<file path="src/rtl/ex_alu_muldiv_pkg.sv">
// ex_alu_pkg: shared op codes, forwarding select codes and mult/div FSM states for the EX unit
package ex_alu_pkg;
    localparam logic [3:0] ALU_AND   = 4'b0000;
    localparam logic [3:0] ALU_OR    = 4'b0001;
    localparam logic [3:0] ALU_ADD   = 4'b0010;
    localparam logic [3:0] ALU_MULT  = 4'b0011;
    localparam logic [3:0] ALU_MULTU = 4'b0100;
    localparam logic [3:0] ALU_DIV   = 4'b0101;
    localparam logic [3:0] ALU_SUB   = 4'b0110;
    localparam logic [3:0] ALU_SLT   = 4'b0111;
    localparam logic [3:0] ALU_SLTU  = 4'b1000;
    localparam logic [3:0] ALU_DIVU  = 4'b1001;
    localparam logic [3:0] ALU_NOR   = 4'b1100;
    localparam logic [3:0] ALU_MFHI  = 4'b1101;
    localparam logic [3:0] ALU_MFLO  = 4'b1110;

    localparam logic [1:0] FWD_CUR   = 2'b00;
    localparam logic [1:0] FWD_EXMEM = 2'b10;
    localparam logic [1:0] FWD_MEMWB = 2'b01;

    typedef enum logic [1:0] {IDLE, MUL, DIV} md_state_e;

    function automatic logic is_muldiv(input logic [3:0] c);
        return (c == ALU_MULT) || (c == ALU_MULTU) || (c == ALU_DIV) || (c == ALU_DIVU);
    endfunction
endpackage

</file>
<file path="src/rtl/ex_alu_muldiv_if.sv">
// ex_alu_muldiv_if: ID/EX request, hazard-unit selects and EX/MEM result bundle of the execute unit
interface ex_alu_muldiv_if #(parameter int WIDTH = 32);
    logic             flush;
    logic             in_valid;
    logic             in_ready;
    logic [3:0]       alu_ctrl;
    logic             alu_src;
    logic [WIDTH-1:0] data1;
    logic [WIDTH-1:0] read2;
    logic [15:0]      imm16;
    logic [WIDTH-1:0] ex_mem_fwd;
    logic [WIDTH-1:0] mem_wb_fwd;
    logic [1:0]       c_data1_src;
    logic [1:0]       c_data2_src;
    logic             out_valid;
    logic [WIDTH-1:0] result;
    logic             zero;
    logic [WIDTH-1:0] store_data;
    logic             busy;
    logic             fwd_err;

    modport master (
        output flush, in_valid, alu_ctrl, alu_src, data1, read2, imm16,
               ex_mem_fwd, mem_wb_fwd, c_data1_src, c_data2_src,
        input  in_ready, out_valid, result, zero, store_data, busy, fwd_err
    );

    modport slave (
        input  flush, in_valid, alu_ctrl, alu_src, data1, read2, imm16,
               ex_mem_fwd, mem_wb_fwd, c_data1_src, c_data2_src,
        output in_ready, out_valid, result, zero, store_data, busy, fwd_err
    );
endinterface

</file>
<file path="src/rtl/ex_alu_muldiv_muldiv_iter.sv">
// muldiv_iter: one-bit-per-cycle shift-add multiplier / restoring divider on magnitudes with sign fixup
module muldiv_iter import ex_alu_pkg::*; #(
    parameter int WIDTH = 32,
    parameter int CNT_W = 6
) (
    input  logic             clk,
    input  logic             reset,
    input  logic             start,
    input  logic             is_signed,
    input  logic             is_div,
    input  logic             abort,
    input  logic [WIDTH-1:0] a,
    input  logic [WIDTH-1:0] b,
    output logic             busy,
    output logic             done,
    output logic [WIDTH-1:0] hi,
    output logic [WIDTH-1:0] lo
);
    md_state_e          state_q, state_d;
    logic [CNT_W-1:0]   cnt_q, cnt_d;
    logic [2*WIDTH-1:0] p_q, p_d, p_step, prod;
    logic [WIDTH-1:0]   b_q, b_d, mag_a, mag_b, q_fix, r_fix;
    logic               qneg_q, qneg_d, rneg_q, rneg_d, sa, sb;
    logic [WIDTH:0]     msum, shifted, trial;

    assign sa      = is_signed & a[WIDTH-1];
    assign sb      = is_signed & b[WIDTH-1];
    assign mag_a   = sa ? -a : a;
    assign mag_b   = sb ? -b : b;
    assign msum    = {1'b0, p_q[2*WIDTH-1:WIDTH]} + (p_q[0] ? {1'b0, b_q} : '0);
    assign shifted = {p_q[2*WIDTH-1:WIDTH], p_q[WIDTH-1]};
    assign trial   = shifted - {1'b0, b_q};
    // The last iteration's value feeds the sign fixup directly so HI/LO commit on the same edge.
    assign p_step  = (state_q == MUL) ? {msum, p_q[WIDTH-1:1]}
                   : trial[WIDTH] ? {shifted[WIDTH-1:0], p_q[WIDTH-2:0], 1'b0}
                   : {trial[WIDTH-1:0], p_q[WIDTH-2:0], 1'b1};
    assign prod    = qneg_q ? -p_step : p_step;
    assign q_fix   = qneg_q ? -p_step[WIDTH-1:0] : p_step[WIDTH-1:0];
    assign r_fix   = rneg_q ? -p_step[2*WIDTH-1:WIDTH] : p_step[2*WIDTH-1:WIDTH];
    assign hi      = (state_q == MUL) ? prod[2*WIDTH-1:WIDTH] : r_fix;
    assign lo      = (state_q == MUL) ? prod[WIDTH-1:0] : q_fix;
    assign busy    = state_q != IDLE;
    assign done    = busy & ~abort & (cnt_q == CNT_W'(WIDTH - 1));

    // Load magnitudes on start, then one shift/add or shift/subtract per cycle until done or abort.
    always_comb begin
        state_d = state_q;
        cnt_d   = cnt_q;
        p_d     = p_q;
        b_d     = b_q;
        qneg_d  = qneg_q;
        rneg_d  = rneg_q;
        if (abort) begin
            state_d = IDLE;
        end else if (start) begin
            state_d = is_div ? DIV : MUL;
            cnt_d   = '0;
            p_d     = {{WIDTH{1'b0}}, mag_a};
            b_d     = mag_b;
            // Divide by zero keeps the all-ones quotient and the raw dividend as remainder.
            qneg_d  = (sa ^ sb) & ~(is_div & (b == '0));
            rneg_d  = sa & is_div;
        end else if (busy) begin
            cnt_d = cnt_q + CNT_W'(1);
            p_d   = p_step;
            if (done) state_d = IDLE;
        end
    end

    // Engine state registers.
    always_ff @(posedge clk) begin
        if (reset) begin
            state_q <= IDLE;
            cnt_q   <= '0;
            p_q     <= '0;
            b_q     <= '0;
            qneg_q  <= 1'b0;
            rneg_q  <= 1'b0;
        end else begin
            state_q <= state_d;
            cnt_q   <= cnt_d;
            p_q     <= p_d;
            b_q     <= b_d;
            qneg_q  <= qneg_d;
            rneg_q  <= rneg_d;
        end
    end
endmodule

</file>
<file path="src/rtl/ex_alu_muldiv.sv">
// ex_alu_muldiv: EX stage with forwarding muxes, single-cycle ALU, registered result and HI/LO mult/div
module ex_alu_muldiv import ex_alu_pkg::*; #(
    parameter int WIDTH = 32,
    parameter int CNT_W = 6
) (
    input logic           clk,
    input logic           reset,
    ex_alu_muldiv_if.slave bus
);
    logic             accept, is_md, md_busy, md_done, md_signed, md_div;
    logic [WIDTH-1:0] op1, rt, op2, imm, alu_res, md_hi, md_lo;
    logic             out_valid_q, out_valid_d, zero_q, zero_d, fwd_err_q, fwd_err_d;
    logic [WIDTH-1:0] result_q, result_d, store_q, store_d, hi_q, hi_d, lo_q, lo_d;

    assign accept    = bus.in_valid & ~md_busy & ~bus.flush;
    assign is_md     = is_muldiv(bus.alu_ctrl);
    assign md_signed = (bus.alu_ctrl == ALU_MULT) | (bus.alu_ctrl == ALU_DIV);
    assign md_div    = (bus.alu_ctrl == ALU_DIV) | (bus.alu_ctrl == ALU_DIVU);
    // Illegal select 11 falls through to the current register value.
    assign op1 = (bus.c_data1_src == FWD_EXMEM) ? bus.ex_mem_fwd
               : (bus.c_data1_src == FWD_MEMWB) ? bus.mem_wb_fwd : bus.data1;
    assign rt  = (bus.c_data2_src == FWD_EXMEM) ? bus.ex_mem_fwd
               : (bus.c_data2_src == FWD_MEMWB) ? bus.mem_wb_fwd : bus.read2;
    assign imm = WIDTH'($signed(bus.imm16));
    assign op2 = bus.alu_src ? imm : rt;

    assign bus.in_ready   = ~md_busy;
    assign bus.busy       = md_busy;
    assign bus.out_valid  = out_valid_q;
    assign bus.result     = result_q;
    assign bus.zero       = zero_q;
    assign bus.store_data = store_q;
    assign bus.fwd_err    = fwd_err_q;

    muldiv_iter #(.WIDTH(WIDTH), .CNT_W(CNT_W)) u_muldiv (
        .clk       (clk),
        .reset     (reset),
        .start     (accept & is_md),
        .is_signed (md_signed),
        .is_div    (md_div),
        .abort     (bus.flush),
        .a         (op1),
        .b         (op2),
        .busy      (md_busy),
        .done      (md_done),
        .hi        (md_hi),
        .lo        (md_lo)
    );

    // Single-cycle ALU; unknown op codes yield zero.
    always_comb begin
        alu_res = '0;
        case (bus.alu_ctrl)
            ALU_AND:  alu_res = op1 & op2;
            ALU_OR:   alu_res = op1 | op2;
            ALU_ADD:  alu_res = op1 + op2;
            ALU_SUB:  alu_res = op1 - op2;
            ALU_SLT:  alu_res = {{(WIDTH-1){1'b0}}, $signed(op1) < $signed(op2)};
            ALU_SLTU: alu_res = {{(WIDTH-1){1'b0}}, op1 < op2};
            ALU_NOR:  alu_res = ~(op1 | op2);
            ALU_MFHI: alu_res = hi_q;
            ALU_MFLO: alu_res = lo_q;
            default:  alu_res = '0;
        endcase
    end

    // Output register: pulse on a single-cycle accept or on engine completion, otherwise hold.
    always_comb begin
        out_valid_d = 1'b0;
        result_d    = result_q;
        zero_d      = zero_q;
        store_d     = accept ? rt : store_q;
        hi_d        = hi_q;
        lo_d        = lo_q;
        fwd_err_d   = fwd_err_q | (accept & ((bus.c_data1_src == 2'b11) | (bus.c_data2_src == 2'b11)));
        if (accept & ~is_md) begin
            out_valid_d = 1'b1;
            result_d    = alu_res;
            zero_d      = alu_res == '0;
        end
        if (md_done) begin
            out_valid_d = 1'b1;
            result_d    = md_lo;
            zero_d      = md_lo == '0;
            hi_d        = md_hi;
            lo_d        = md_lo;
        end
    end

    // Result, HI/LO and sticky error registers.
    always_ff @(posedge clk) begin
        if (reset) begin
            out_valid_q <= 1'b0;
            result_q    <= '0;
            zero_q      <= 1'b0;
            store_q     <= '0;
            hi_q        <= '0;
            lo_q        <= '0;
            fwd_err_q   <= 1'b0;
        end else begin
            out_valid_q <= out_valid_d;
            result_q    <= result_d;
            zero_q      <= zero_d;
            store_q     <= store_d;
            hi_q        <= hi_d;
            lo_q        <= lo_d;
            fwd_err_q   <= fwd_err_d;
        end
    end
endmodule
</file>
<file path="src/flat_wrapper.sv">
// flat-port wrapper written by rule: the top's interface ports become plain ports
module ex_alu_muldiv_flat import ex_alu_pkg::*;
#(
    parameter int WIDTH = 32,
    parameter int CNT_W = 6
)
  (clk, reset, bus_flush, bus_in_valid, bus_alu_ctrl, bus_alu_src, bus_data1, bus_read2, bus_imm16, bus_ex_mem_fwd, bus_mem_wb_fwd, bus_c_data1_src, bus_c_data2_src, bus_in_ready, bus_out_valid, bus_result, bus_zero, bus_store_data, bus_busy, bus_fwd_err);
  ex_alu_muldiv_if #(.WIDTH(WIDTH)) bus_i ();
  input logic clk;
  input logic reset;
  input wire logic [$bits(bus_i.flush)-1:0] bus_flush;
  input wire logic [$bits(bus_i.in_valid)-1:0] bus_in_valid;
  input wire logic [$bits(bus_i.alu_ctrl)-1:0] bus_alu_ctrl;
  input wire logic [$bits(bus_i.alu_src)-1:0] bus_alu_src;
  input wire logic [$bits(bus_i.data1)-1:0] bus_data1;
  input wire logic [$bits(bus_i.read2)-1:0] bus_read2;
  input wire logic [$bits(bus_i.imm16)-1:0] bus_imm16;
  input wire logic [$bits(bus_i.ex_mem_fwd)-1:0] bus_ex_mem_fwd;
  input wire logic [$bits(bus_i.mem_wb_fwd)-1:0] bus_mem_wb_fwd;
  input wire logic [$bits(bus_i.c_data1_src)-1:0] bus_c_data1_src;
  input wire logic [$bits(bus_i.c_data2_src)-1:0] bus_c_data2_src;
  output wire logic [$bits(bus_i.in_ready)-1:0] bus_in_ready;
  output wire logic [$bits(bus_i.out_valid)-1:0] bus_out_valid;
  output wire logic [$bits(bus_i.result)-1:0] bus_result;
  output wire logic [$bits(bus_i.zero)-1:0] bus_zero;
  output wire logic [$bits(bus_i.store_data)-1:0] bus_store_data;
  output wire logic [$bits(bus_i.busy)-1:0] bus_busy;
  output wire logic [$bits(bus_i.fwd_err)-1:0] bus_fwd_err;
  assign bus_i.flush = bus_flush;
  assign bus_i.in_valid = bus_in_valid;
  assign bus_i.alu_ctrl = bus_alu_ctrl;
  assign bus_i.alu_src = bus_alu_src;
  assign bus_i.data1 = bus_data1;
  assign bus_i.read2 = bus_read2;
  assign bus_i.imm16 = bus_imm16;
  assign bus_i.ex_mem_fwd = bus_ex_mem_fwd;
  assign bus_i.mem_wb_fwd = bus_mem_wb_fwd;
  assign bus_i.c_data1_src = bus_c_data1_src;
  assign bus_i.c_data2_src = bus_c_data2_src;
  assign bus_in_ready = bus_i.in_ready;
  assign bus_out_valid = bus_i.out_valid;
  assign bus_result = bus_i.result;
  assign bus_zero = bus_i.zero;
  assign bus_store_data = bus_i.store_data;
  assign bus_busy = bus_i.busy;
  assign bus_fwd_err = bus_i.fwd_err;
  ex_alu_muldiv #(.WIDTH(WIDTH), .CNT_W(CNT_W)) u_core (.clk(clk), .reset(reset), .bus(bus_i));
endmodule
</file>
<file path="config.mk">
export PLATFORM = sky130hd
export DESIGN_NAME = ex_alu_muldiv_flat
export DESIGN_NICKNAME = d
export VERILOG_FILES = /design/src/rtl/ex_alu_muldiv_pkg.sv /design/src/rtl/ex_alu_muldiv_if.sv /design/src/rtl/ex_alu_muldiv_muldiv_iter.sv /design/src/rtl/ex_alu_muldiv.sv /design/src/flat_wrapper.sv
export SDC_FILE = /design/constraint.sdc
export NUM_CORES = 1
export LEC_CHECK = 0
export CORE_UTILIZATION = 45
export DETAILED_ROUTE_END_ITERATION = 12
export PLACE_DENSITY = 0.67
export SYNTH_ARGS = -nofsm -noshare
export SYNTH_HDL_FRONTEND = slang
export SYNTH_HIERARCHICAL = 1
export SYNTH_SLANG_ARGS = --single-unit
</file>
<file path="constraint.sdc">
create_clock -name clk -period 6.2 [get_ports clk]
set_input_delay 1.55 -clock clk [delete_from_list [all_inputs] [get_ports clk]]
set_output_delay 1.55 -clock clk [all_outputs]
set_load 0.01 [all_outputs]
</file>
==> results.cfg <==
[routing]
vias_per_cell = 6.17
drc = 0
drt_pass1_iterations = 6
vias = 30100
ant_nets = 0
wl_per_cell_um = 23.7
drt_wl_total_um = 116000
drt_iter0_drc = 3263

[synth]
synthFlopType = dfxtp_1
syn-cell-area_sq_um = 25900
avgSynthCellArea_sq_um = 7.19
ys_ff_latch = 237
synth_edf_count = 0
synth.net_count = 3933
yosysWarnings = 6
async_flop_share = 0
synth-seq-area-share = 0.183
ys_types = 113
synthCells = 3605

[worst_hold_path]
hold_depth = 2
hp-class = reg -> reg
holdPathEnd = u_core/lo_q[28]$_SDFFE_PP0P_
holdCritStartpoint = u_core/lo_q[28]$_SDFFE_PP0P_

[die]
core_sq_um = 56600
die_width_um = 242
io_pins = 226
rows = 87
die_area_sq_um = 58500
die_h_um = 242
initial_core_util = 0.458

[global_routing]
grtUsageMet1 = 0.479
antenna_found_initial = 1
overflow = 0
grtUsageTotal = 0.380
first_global_vias = 28200
met3_usage = 0.0542
grt_start_max_net_pins = 96
grt_pass1_wl_um = 173000
grt-busiest-layer = met2
globalRouteMet2Util = 0.619

[setup_path]
cp-start-kind = primary input
critPathKind = in -> reg
crit_fanout = 5
rr_worst_depth = 23
reg2reg_slack_ns = 0.31
cp_top_family = simple AND/OR/NAND/NOR gates
path_cells = clkdlybuf4s50_1 -> mux2_4 -> o21ai_4 -> buf_6 -> o21a_1 -> buf_4 -> inv_1 -> ha_2 -> buf_4 -> a211o_1 -> and2_4 -> a221o_1 -> a221oi_2 -> o2111ai_1 -> nor4_2 -> and4b_2 -> nand4_1 -> or4_4 -> or4_4 -> o41ai_2
cp_slowest_cell = or4_4
path_buf_inv = 5
rr_endpoint = u_core/bus.zero$_SDFFE_PP0P_
critPathRequiredTime_ns = 6.71
timing.rr.start = u_core/u_muldiv/p_q[31]$_SDFFE_PP0P_
cp.arrival_ns = 6.58
critical-path-max-stage-delay_ns = 0.50
critPathCaptureType = register

[clock_tree]
clockRootBuffer = clkbuf_16
clkLatencyLatePin_ns = 0.61
ctsLongestPathBuffers = 3
cts_tree = done
clk_pin_slew_worst_paths_ns = 0.07
cts.sinks = 237
h-tree-depth = 1
numCtsBuffers = 28
ctsHoldBuffers = 0

[finish]
drive_above_1_share = 0.180
postLayoutCoreUtil = 0.592
final_cell_mix = buf_4 (479), nor2_1 (423), nand2_1 (373)
finalInstanceArea_sq_um = 33500
nNetsFinal = 4435
final_common_cell = buf_4
synthToLayoutAreaGrowth_pct = 29.3

[timing]
max_slew_margin = 0.199
period_share = 0.980
clock_skew_ns = 0.0433
fmaxAchievable_mhz = 165
report.final.slew_viol_count = 0
hold_slack_ns = 0.472
finalSetupViolCount = 0
fin_crit_ns = 6.08
worst_pin_slew_ns = 1.20
setup_ws_ns = 0.125
final_hold_viol_count = 0

[power]
p_comb_frac = 0.482
p_clk_frac = 0.289
ir_drop_v = 0.000198
internal_power_w = 0.00425
power_frac_seq = 0.229
p_sw_w = 0.00273
leakagePower_nw = 14.1
swShare = 0.391
powerDensity_nw_per_um2 = 208

[placed_design]
port_buffers = 225
hpwlAfterDp_um = 93000
gp_congestion = 1.06
place_ws_ns = -1.19
dpl-instance-area_sq_um = 31900

[flow_run]
maxCapViolCount = 0

[run_status]
status = finished, final reports clean
metal layers:
| metal | routed length (um) | part of all wire |
|---|---|---|
| met1 | 46100 | 0.40 |
| met2 | 51800 | 0.45 |
| met3 | 10300 | 0.089 |
| met4 | 7560 | 0.065 |
| met5 | 0 | 0 |
stage by stage:
stage	power (W)	instances	setup TNS, ns
global placement	0.00479	4827	-4.31
detailed placement	0.00479	4827	-4.67
CTS	0.00681	4879	0
global route	0.00723	4885	-0.0104
finish	0.00697	4886	0
floorplan	0.00333	3605	0
synth_stat cells, types with 31 or more instances:
library cell  number  share of area
mux2_2            70          0.030
nor2_1           426          0.062
dfxtp_1          237           0.18
nand2b_1          31         0.0075
nand3_1           54          0.010
ha_1             167          0.081
or3_1             37         0.0089
o21a_1            56          0.016
nand4_1           31         0.0075
nor3_1           102          0.020
mux2i_1          160          0.062
o21ai_0          184          0.036
inv_1            168          0.024
a211oi_1          42          0.012
a31oi_1           32         0.0077
o211ai_1          50          0.014
xnor2_1           75          0.025
xor2_1            98          0.033
nand2_1          373          0.054
a21o_1            61          0.018
a22oi_1           60          0.017
clkbuf_1         182          0.026
a21oi_1          341          0.066
and2_1            49          0.012
buf_1             31         0.0045
worst max path at each step:
stage / from / to / slack, ns / depth (start not counted)
final: bus_mem_wb_fwd[2] / u_core/bus.zero$_SDFFE_PP0P_ / 0.12 / 20
after global placement: bus_read2[2] / u_core/bus.zero$_SDFFE_PP0P_ / -0.98 / 18
after global routing: bus_mem_wb_fwd[2] / u_core/bus.zero$_SDFFE_PP0P_ / -0.01 / 20
after CTS: bus_c_data2_src[0] / u_core/bus.zero$_SDFFE_PP0P_ / 0.007 / 19
after floorplan: bus_c_data1_src[1] / u_core/bus.zero$_SDFFE_PP0P_ / 0.01 / 17
after detailed placement: bus_read2[2] / u_core/bus.zero$_SDFFE_PP0P_ / -1.19 / 18
cells by family (layout without fill, tap and decap cells):
kind of cell	Yosys count	count (layout)	synth area share
multiplexers	231	231	0.0928
AND/OR/NAND/NOR	1267	1267	0.229
adder cells (fa/ha/maj)	171	171	0.0838
flip-flops	237	237	0.183
XOR/XNOR	175	175	0.0602
buffers and inverters	412	936	0.0619
other	0	1	0
AO/OA/AOI/OAI	1112	1112	0.289
tightest hold or removal path, cell delays in order (launching register included):
cell     delay (ns)
dfxtp_1        0.31
nand2_1        0.06
a21oi_1        0.05
flip-flops by register name, indices dropped and copies added (netlist names), 2 cells and up:
register	flops
u_core/bus.result	32
u_core/bus.store_data	32
u_core/hi_q	32
u_core/lo_q	32
u_core/u_muldiv/b_q	32
u_core/u_muldiv/cnt_q	6
u_core/u_muldiv/p_q	64
u_core/u_muldiv/state_q	2
power by group through the flow:
| stage | clock, W | sequential, W | combinational, W |
|---|---|---|---|
| after CTS | 0.00202 | 0.00160 | 0.00319 |
| after detailed placement | 0 | 0.00163 | 0.00316 |
| final | 0.00202 | 0.00160 | 0.00336 |
| after floorplan | 0 | 0.00163 | 0.00170 |
| after global routing | 0.00208 | 0.00160 | 0.00355 |
| after global placement | 0 | 0.00163 | 0.00316 |
repair_timing:
action / 4_1_cts / 5_1_grt
pin swaps: 1 / 29
gates resized for setup: 13 / 81
cloned: 0 / 1
endpoints found under the setup margin: 3 / 7
setup buffers: 0 / 6
layout make-up:
type / instances / area (sq um)
fillers: 5448 / 23100
multi-input cells: 2956 / 20000
clock inverters: 20 / 374
flip-flops and latches: 237 / 4740
inverters: 169 / 636
well taps: 756 / 946
repair buffers: 715 / 6070
clock buffers: 32 / 746
diodes: 1 / 2.50
No activity file was read; power rests on OpenSTA's default activity.
